$ cat config.mk
export PLATFORM = sky130hd
export DESIGN_NAME = pipe_stage_reg
export DESIGN_NICKNAME = d
export VERILOG_FILES = /design/src/rtl/pipe_stage_reg.sv
export SDC_FILE = /design/constraint.sdc
export NUM_CORES = 1
export LEC_CHECK = 0
export CORE_AREA = 2 2 144 146
export DETAILED_ROUTE_END_ITERATION = 10
export DIE_AREA = 0 0 146 148
export GPL_TIMING_DRIVEN = 0
export PLACE_DENSITY = 0.71
export SYNTH_ARGS = -nofsm -noshare
export SYNTH_HDL_FRONTEND = slang
export SYNTH_SLANG_ARGS = --single-unit
$ cat constraint.sdc
create_clock -name clk -period 2.9 [get_ports clk]
set_input_delay 0.87 -clock clk [delete_from_list [all_inputs] [get_ports clk]]
set_output_delay 0.87 -clock clk [all_outputs]
set_load 0.05 [all_outputs]
$ cat src/rtl/pipe_stage_reg.sv
// Inter-stage pipeline register with hold, flush, canonical zero bubbles and
// saturating bubble/stall performance counters.
module pipe_stage_reg #(
    parameter int NUM_WORDS = 5,
    parameter int WORD_W    = 32,
    parameter int WA_W      = 5,
    parameter int INSTR_IDX = 4,
    parameter int CNT_W     = 16
) (
    input  logic                        clk,
    input  logic                        rst,
    input  logic                        en,
    input  logic                        clr,
    input  logic                        valid_in,
    input  logic [NUM_WORDS*WORD_W-1:0] data_in,
    input  logic [WA_W-1:0]             wa_in,
    input  logic                        cnt_clr,
    output logic                        valid_out,
    output logic [NUM_WORDS*WORD_W-1:0] data_out,
    output logic [WA_W-1:0]             wa_out,
    output logic [4:0]                  shamt,
    output logic [CNT_W-1:0]            bubble_cnt,
    output logic [CNT_W-1:0]            stall_cnt
);

    localparam int DATA_W = NUM_WORDS * WORD_W;
    localparam logic [CNT_W-1:0] CNT_MAX = '1;

    generate
        if (INSTR_IDX >= NUM_WORDS || WORD_W < 11) begin : g_bad_params
            $error("pipe_stage_reg: INSTR_IDX must be < NUM_WORDS and WORD_W >= 11");
        end
    endgenerate

    logic              valid_q, valid_d;
    logic [DATA_W-1:0] data_q, data_d;
    logic [WA_W-1:0]   wa_q, wa_d;
    logic [CNT_W-1:0]  bubble_cnt_q, bubble_cnt_d;
    logic [CNT_W-1:0]  stall_cnt_q, stall_cnt_d;
    logic              bubble_load;
    logic              stall_edge;

    always_comb begin
        // NOTE: every variable gets a default first so no path through the
        // block leaves it unassigned; otherwise a latch is inferred.
        valid_d      = valid_q;
        data_d       = data_q;
        wa_d         = wa_q;
        bubble_cnt_d = bubble_cnt_q;
        stall_cnt_d  = stall_cnt_q;

        bubble_load = clr | (en & ~valid_in);
        stall_edge  = ~clr & ~en & valid_q;

        // Bubbles are always all-zero so a held bubble never matches a forward.
        if (bubble_load) begin
            valid_d = 1'b0;
            data_d  = '0;
            wa_d    = '0;
        end else if (en) begin
            valid_d = 1'b1;
            data_d  = data_in;
            wa_d    = wa_in;
        end

        if (cnt_clr) begin
            bubble_cnt_d = '0;
            stall_cnt_d  = '0;
        end else begin
            if (bubble_load && bubble_cnt_q != CNT_MAX)
                bubble_cnt_d = bubble_cnt_q + CNT_W'(1);
            if (stall_edge && stall_cnt_q != CNT_MAX)
                stall_cnt_d = stall_cnt_q + CNT_W'(1);
        end
    end

    always_ff @(posedge clk) begin
        // NOTE: state is updated with non-blocking assignments so every flop
        // samples pre-edge values regardless of statement order.
        if (rst) begin
            valid_q      <= 1'b0;
            data_q       <= '0;
            wa_q         <= '0;
            bubble_cnt_q <= '0;
            stall_cnt_q  <= '0;
        end else begin
            valid_q      <= valid_d;
            data_q       <= data_d;
            wa_q         <= wa_d;
            bubble_cnt_q <= bubble_cnt_d;
            stall_cnt_q  <= stall_cnt_d;
        end
    end

    assign valid_out  = valid_q;
    assign data_out   = data_q;
    assign wa_out     = wa_q;
    assign shamt      = data_q[INSTR_IDX*WORD_W+6 +: 5];
    assign bubble_cnt = bubble_cnt_q;
    assign stall_cnt  = stall_cnt_q;

endmodule

* Yosys cells after proc, flatten, opt, wreduce, memory -nomap -nowiden
Index checks and enable logic that the tools add are counted.
Storage, ports and cells: output and inout port bits 203, input port bits 171, bits in registers 198
Operators by class: reduce and logical (&&, ||, !) cells 4, add/subtract/negate cells 2, equality and inequality tests 2, bitwise operators 7
Operator list (count):
- adder 16 x 1 -> 16 bit, second input constant | 2
- != test 16 bit, second input constant | 2
- OR reduction 2 bit | 2
- AND 1 bit | 3
- inverter 1 bit | 3
- logical AND 1 bit | 2
- OR 1 bit | 1

* Longest topological paths before layout
Gate-level depths: netlist (run 1).
depth in word-level cells 4, depth in mapped cells 7, mapped depth without buffers 5

* Worst setup path before layout (run 1)
Ideal clock, no wire load.
path type in2reg, start point input port en, end point register stall_cnt_q[13], in the netlist stall_cnt[13], arrival time 2.533 ns, cell stages on the path 7, setup time 0.070 ns, required time 2.830 ns, setup slack 0.297 ns, cells stage by stage buf_6 -> or3b_1 -> clkbuf_1 -> or3_1 -> clkbuf_2 -> or4_1 -> a21oi_1
On the way: cells in the longest elaborated chain, start to end 4
RTL lines:
- start: declaration | RTL line 12 | input logic en,
- inverter 1 bit | RTL line 53 | stall_edge = ~clr & ~en & valid_q;
- AND 1 bit (2 in series) | RTL line 53
- logical AND 1 bit | RTL line 72 | if (stall_edge && stall_cnt_q != CNT_MAX)
- end signal: assignment | RTL line 91 | stall_cnt_q <= stall_cnt_d;
- end: declaration | RTL line 39 | logic [CNT_W-1:0] stall_cnt_q, stall_cnt_d;
Every way passes these cells. A chain may end at the register's enable or synchronous reset.

* Final worst setup path (run 1)
start point input port clr, end point register stall_cnt_q[13], in the netlist stall_cnt[13]
On the way: cells in the longest elaborated chain, start to end 4
RTL lines:
- start: declaration | RTL line 13 | input logic clr,
- inverter 1 bit | RTL line 53
- AND 1 bit (2 in series) | RTL line 53
- logical AND 1 bit | RTL line 72
Every way passes these cells.

==> impl_metrics.env, run 1 <==
export IMPL_dp_cells=1385
export IMPL_cp_arrival_ps=3060
export IMPL_synth_area_per_cell_um2=10.0
export IMPL_firstDrtPassIters=7
export IMPL_clock_sinks=198
export IMPL_slew_limit_headroom_pct=24.8
export IMPL_hold_path_class="reg -> reg"
export IMPL_ys_seq_area_share_pct=53.3
export IMPL_synthesis_nets=916
export IMPL_max_freq_mhz=370
export IMPL_worstPathRequired_ps=3260
export IMPL_grt_max_degree=20
export IMPL_synth_async_reset_ratio_pct=0
export IMPL_numPortBuffers=372
export IMPL_path_cells="clkdlybuf4s50_1 -> or3b_1 -> clkbuf_1 -> or3_1 -> clkbuf_2 -> or4_1 -> a21oi_1"
export IMPL_drive_above_1_share_pct=4.18
export IMPL_outcome="finished clean"
export IMPL_die_h_um=148
export IMPL_clock_latency_ps=420
export IMPL_rsz0062_at_grt="no"
export IMPL_fin_cells=1418
export IMPL_ios=374
export IMPL_grt_pass1_wl_um=36700
export IMPL_synth_cell_types=38
export IMPL_synthesis_instances=743
export IMPL_synth_warnings=0
export IMPL_worstPathMaxFanout=7
export IMPL_htree_levels=4
export IMPL_ir_drop_v=0.000417
export IMPL_grt_use_total_pct=21.5
export IMPL_clockBufferDepth=2
export IMPL_ys_flop_type="dfxtp_1"
export IMPL_yosys_register_bits=198
export IMPL_wl_per_cell_um=16.8
export IMPL_die_area_um2=21600
export IMPL_core_area_um2=20000
export IMPL_cts_tree="built"
export IMPL_fin_crit_sh_pct=93.3
export IMPL_synth_area_um2=7440
export IMPL_drc=0
export IMPL_clk_pin_slew_ps=80
export IMPL_power_density_nw_per_um2=498
export IMPL_fin_hold_ws_ps=493
export IMPL_synth_top_area_share_pct=53.3
export IMPL_antenna_found_initial=1
export IMPL_path_class="in -> reg"
export IMPL_die_x_um=146
export IMPL_synth_edf_count=0
export IMPL_cts_root_buf="clkbuf_16"
export IMPL_start_util_pct=37.1
export IMPL_finalSetupViolCount=0
export IMPL_drv_cap=0
export IMPL_diodes=0
export IMPL_finClkSkew_ps=10.1
export IMPL_drt_antenna_violating_nets=0
export IMPL_num_rows=52
export IMPL_slowest_stage="clkdlybuf4s50_1"
export IMPL_min_period_ps=2700
export IMPL_post_cts_buffers=0
export IMPL_via_per_inst=4.79
export IMPL_numCtsBuffers=17
export IMPL_gp_congestion=0.908
export IMPL_vias=6794
export IMPL_fin_nets=1308
export IMPL_p_leak_uw=0.00467
export IMPL_postCtsHoldBufs=0
export IMPL_drtIter0Drc=235
export IMPL_synth_area_top_cells="dfxtp_1, mux2i_1, nor2_1"
export IMPL_grt_overflow=0
export IMPL_yosysTopAreaCell="dfxtp_1"
export IMPL_grt_pass1_vias=6805
export IMPL_worstMarginPinSlew_ps=1120
export IMPL_max_stage_delay_ps=500
export IMPL_startpoint_type="input port"
export IMPL_hold_viol=0
export IMPL_worstSetupEndpointType="flop"
export IMPL_maxSlewViolCount=0
export IMPL_drt_wl_total_um=23800
export IMPL_syn2layout_area_growth_pct=62.4
export IMPL_dp_hpwl_um=18600
[power breakdown]
part           leakage (uW)  switching [uW]  internal, uW
Combinational       0.00279             476           435
Clock              0.000276            1140          1140
Sequential          0.00161            34.5          2780
Total               0.00467            1650          4360
[layer usage]
metal | wire length, um | GRT usage (%) | vias up
met4 | 590 | 7.86 | 2
li1 | - | - | 3358
met2 | 12000 | 39.0 | 266
met5 | 13 | 0 | -
met1 | 9270 | 23.8 | 3137
met3 | 1880 | 6.85 | 31
[final cells by class]
cell class              instances  area (um2)
plain buffers                  51         220
multi-input cells             488        3240
repair buffers                373        3730
flip-flops and latches        198        3960
fillers                      1788        7960
well taps                     270         338
inverters                       6        22.5
clock inverters                15         144
clock buffers                  17         425
[kinds of logic after synthesis]
logic type	Yosys count	synth area share [%]
mux	169	22.7
compound gates	57	5.01
flops	198	53.3
fa+ha+maj	2	0.336
simple gates	260	15.4
buf+inv	57	3.25
[flip-flops by register name, summed over array words and instances, names as in the netlist]
| register | cells |
|---|---|
| wa_out | 5 |
| data_out | 160 |
| valid_out | 1 |
| bubble_cnt | 16 |
| stall_cnt | 16 |
[worst max-delay path: cells and delay by family]
family / cells / cell delay (ps)
AO/OA/AOI/OAI: 1 / 140
buffers and inverters: 3 / 840
AND/OR/NAND/NOR: 3 / 1210
[metrics by stage]
stage / TNS [ps] / power (uW) / util [%] / worst slack, ps / instance area (um2)
global placement: -25990 / 3790 / 57.4 / -343 / 11500
global route: 0 / 6250 / 60.3 / 32.4 / 12100
detailed placement: -23280 / 3790 / 57.4 / -339 / 11500
CTS: 0 / 6080 / 60.2 / 103 / 12100
floorplan: 0 / 3360 / - / 297 / 7440
finish: 0 / 6010 / 60.3 / 195 / 12100
[cell usage after synthesis, drive strengths merged, types with 2 or more instances]
cell	n
nand4	7
or2	3
o41ai	5
ha	2
clkbuf	36
or3	13
dfxtp	198
nor2	176
a211o	2
a21oi	19
inv	6
and3	3
o2111ai	2
o31ai	6
o21ai	11
a31oi	4
nand3	10
nand2	16
nor4	5
o21a	2
or4	9
nor3	11
mux2i	169
buf	15
o311ai	2
o221a	2
[path summary, 6_finish.rpt]
| path | from | end | slack [ps] | cells past startpoint |
|---|---|---|---|---|
| max | clr | stall_cnt[13] | 200 | 7 |
| min | data_out[93] | data_out[93] | 490 | 2 |
| max reg2reg | stall_cnt[0] | stall_cnt[4] | 670 | 5 |
| min reg2reg | data_out[93] | data_out[93] | 490 | 2 |
[repair_timing]
item	CTS	global route
setup endpoints to repair	0	12
resized for setup	0	3
hold endpoints to repair	0	0
[cells in the final DEF, fill, tap and decap left out, drive strengths merged, types with 7 or more instances in the layout]
master / n
nand2: 16
or3: 13
dfxtp: 198
clkbuf: 54
a21oi: 19
or4: 9
o21ai: 11
nor3: 11
nor2: 176
mux2i: 169
inv: 13
nand3: 10
clkdlybuf4s50: 372
nand4: 7
buf: 15
No activity file was read; power rests on OpenSTA's default activity.
==> run 2, diff against run 1 <==
--- a/config.mk
+++ b/config.mk
@@ -6,6 +6,7 @@
 export NUM_CORES = 1
 export LEC_CHECK = 0
 export CORE_AREA = 2 2 144 146
+export CTS_CLUSTER_SIZE = 12
 export DETAILED_ROUTE_END_ITERATION = 10
 export DIE_AREA = 0 0 146 148
 export GPL_TIMING_DRIVEN = 0
==> results of run 2 <==
Final layout, timing and power as in run 1 (identical DEF).
==> run 3, diff against run 2 <==
==> config.mk (replaced) <==
export PLATFORM = sky130hd
export DESIGN_NAME = pipe_stage_reg
export DESIGN_NICKNAME = d
export VERILOG_FILES = /design/src/rtl/pipe_stage_reg.sv
export SDC_FILE = /design/constraint.sdc
export NUM_CORES = 1
export LEC_CHECK = 0
export CORE_AREA = 2 2 147 149
export CTS_CLUSTER_SIZE = 12
export DETAILED_ROUTE_END_ITERATION = 10
export DIE_AREA = 0 0 149 151
export GPL_TIMING_DRIVEN = 0
export PLACE_DENSITY = 0.69
export SETUP_SLACK_MARGIN = 0.1
export SYNTH_ARGS = -nofsm -noshare
export SYNTH_HDL_FRONTEND = slang
export SYNTH_SLANG_ARGS = --single-unit
==> constraint.sdc (replaced) <==
create_clock -name clk -period 3.5 [get_ports clk]
set_input_delay 1.05 -clock clk [delete_from_list [all_inputs] [get_ports clk]]
set_output_delay 1.05 -clock clk [all_outputs]
set_load 0.05 [all_outputs]
==> impl_metrics.env, run 3 (synthesis gave the netlist of run 1 again) <==
export IMPL_mostFrequentLayoutCell="clkdlybuf4s50_1"
export IMPL_startpoint_type="input port"
export IMPL_regToRegSetupSlack_ps=1090
export IMPL_dp_hpwl_um=18300
export IMPL_post_place_ws_ps=138
export IMPL_fin_nets=1307
export IMPL_holdPathEnd="data_out[100]"
export IMPL_drtIter0Drc=163
export IMPL_drt_wl_total_um=23600
export IMPL_slew_limit_headroom_pct=15.7
export IMPL_htree_levels=4
export IMPL_grt_overflow=0
export IMPL_drt_antenna_violating_nets=0
export IMPL_antenna_found_initial=0
export IMPL_wl_per_cell_um=16.6
export IMPL_hp_start="data_out[100]"
export IMPL_firstDrtPassIters=5
export IMPL_post_route_util_pct=58.2
export IMPL_via_per_inst=4.73
export IMPL_fin_hold_ws_ps=493
export IMPL_clockBufferDepth=2
export IMPL_min_period_ps=2900
export IMPL_worstPathMaxFanout=6
export IMPL_hold_viol=0
export IMPL_max_freq_mhz=345
export IMPL_worstSetupEndpointType="flop"
export IMPL_worstRegToRegCells=5
export IMPL_core_area_um2=20800
export IMPL_cp_arrival_ps=3260
export IMPL_p_leak_uw=0.00468
export IMPL_grt_pass1_vias=6405
export IMPL_numPortBuffers=372
export IMPL_grt_use_total_pct=20.4
export IMPL_drv_cap=0
export IMPL_power_density_nw_per_um2=419
export IMPL_clock_latency_ps=420
export IMPL_gp_congestion=0.859
export IMPL_clk_pin_slew_ps=80
export IMPL_finClkSkew_ps=6.52
export IMPL_die_area_um2=22500
export IMPL_cts_tree="built"
export IMPL_worstPathRequired_ps=3860
export IMPL_drc=0
export IMPL_final_cell_mix="clkdlybuf4s50_1, dfxtp_1, nor2_1"
export IMPL_worst_slack_ps=602
export IMPL_grt_pass1_wl_um=35300
export IMPL_grt_max_degree=20
export IMPL_fillers=1874
export IMPL_num_rows=53
export IMPL_path_class="in -> reg"
export IMPL_outcome="finished clean"
export IMPL_drive_above_1_share_pct=3.92
export IMPL_worstMarginPinSlew_ps=1250
export IMPL_hold_path_class="reg -> reg"
export IMPL_r2r_start="bubble_cnt[1]"
export IMPL_cts_root_buf="clkbuf_16"
export IMPL_postCtsHoldBufs=0
export IMPL_numCtsBuffers=17
export IMPL_die_x_um=149
export IMPL_r2r_end="bubble_cnt[6]"
export IMPL_fin_setup_tns_ps=0
export IMPL_vias=6736
export IMPL_rsz0062_at_grt="no"
export IMPL_fin_crit_sh_pct=82.8
export IMPL_maxSlewViolCount=0
export IMPL_start_util_pct=35.7
export IMPL_clock_sinks=198
export IMPL_ios=374
export IMPL_post_cts_buffers=0
export IMPL_min_path_cells=2
export IMPL_syn2layout_area_growth_pct=62.9
export IMPL_largest_reg_flops=160
export IMPL_cts_resized_gates=0
export IMPL_ir_drop_v=0.000325
export IMPL_die_h_um=151
export IMPL_finalSetupViolCount=0
==> run 3: changes by cell type in the layout (fill, tap and decap cells not counted), sizes merged <==
cell and change:
bufinv +1, clkinv +2, clkinvlp -1, diode +1
inv -3
==> run 3: stage by stage <==
step	total power [uW]	instances	area (um2)
finish	5080	1423	12100
global route	5290	1422	12100
CTS	5150	1422	12100
detailed placement	3140	1390	11500
global placement	3140	1390	11500
floorplan	2780	743	7440
==> run 3: area by class of cell <==
type	count	area [um2]	share of cell area, %
diodes	1	2.50	0.0207
plain buffers	51	219	1.81
clock buffers	18	439	3.62
clock inverters	14	169	1.39
inverters	6	22.5	0.186
multi-input cells	488	3230	26.7
flip-flops and latches	198	3960	32.7
well taps	275	344	2.84
repair buffers	372	3720	30.7
==> run 3: worst max path at each step <==
stage               startpoint             to  slack, ps
floorplan                   en  stall_cnt[13]        720
finish                     clr   stall_cnt[8]        600
global placement           rst      wa_out[0]         90
CTS                        rst   data_out[84]        580
global route               clr  stall_cnt[14]        440
detailed placement         rst   data_out[84]        140
==> run 3: worst max-delay path, stage by stage <==
cell and delay [ps]:
clkdlybuf4s50_1 490, nor3b_1 730, nand2_1 280, or4_1 550, a21oi_1 150
==> run 3: power breakdown <==
part / internal [uW] / leakage, uW / switching (uW)
logic: 360 / 0.00278 / 391
registers: 2300 / 0.00161 / 28.9
clock network: 1040 / 0.000295 / 956
total: 3700 / 0.00468 / 1380
==> run 3: layer usage <==
metal / wire length [um] / vias up / track usage (%)
li1: - / 3353 / -
met4: 574 / 0 / 7.14
met5: 0 / - / 0
met2: 11800 / 228 / 35.9
met1: 9080 / 3126 / 22.4
met3: 2100 / 29 / 7.83
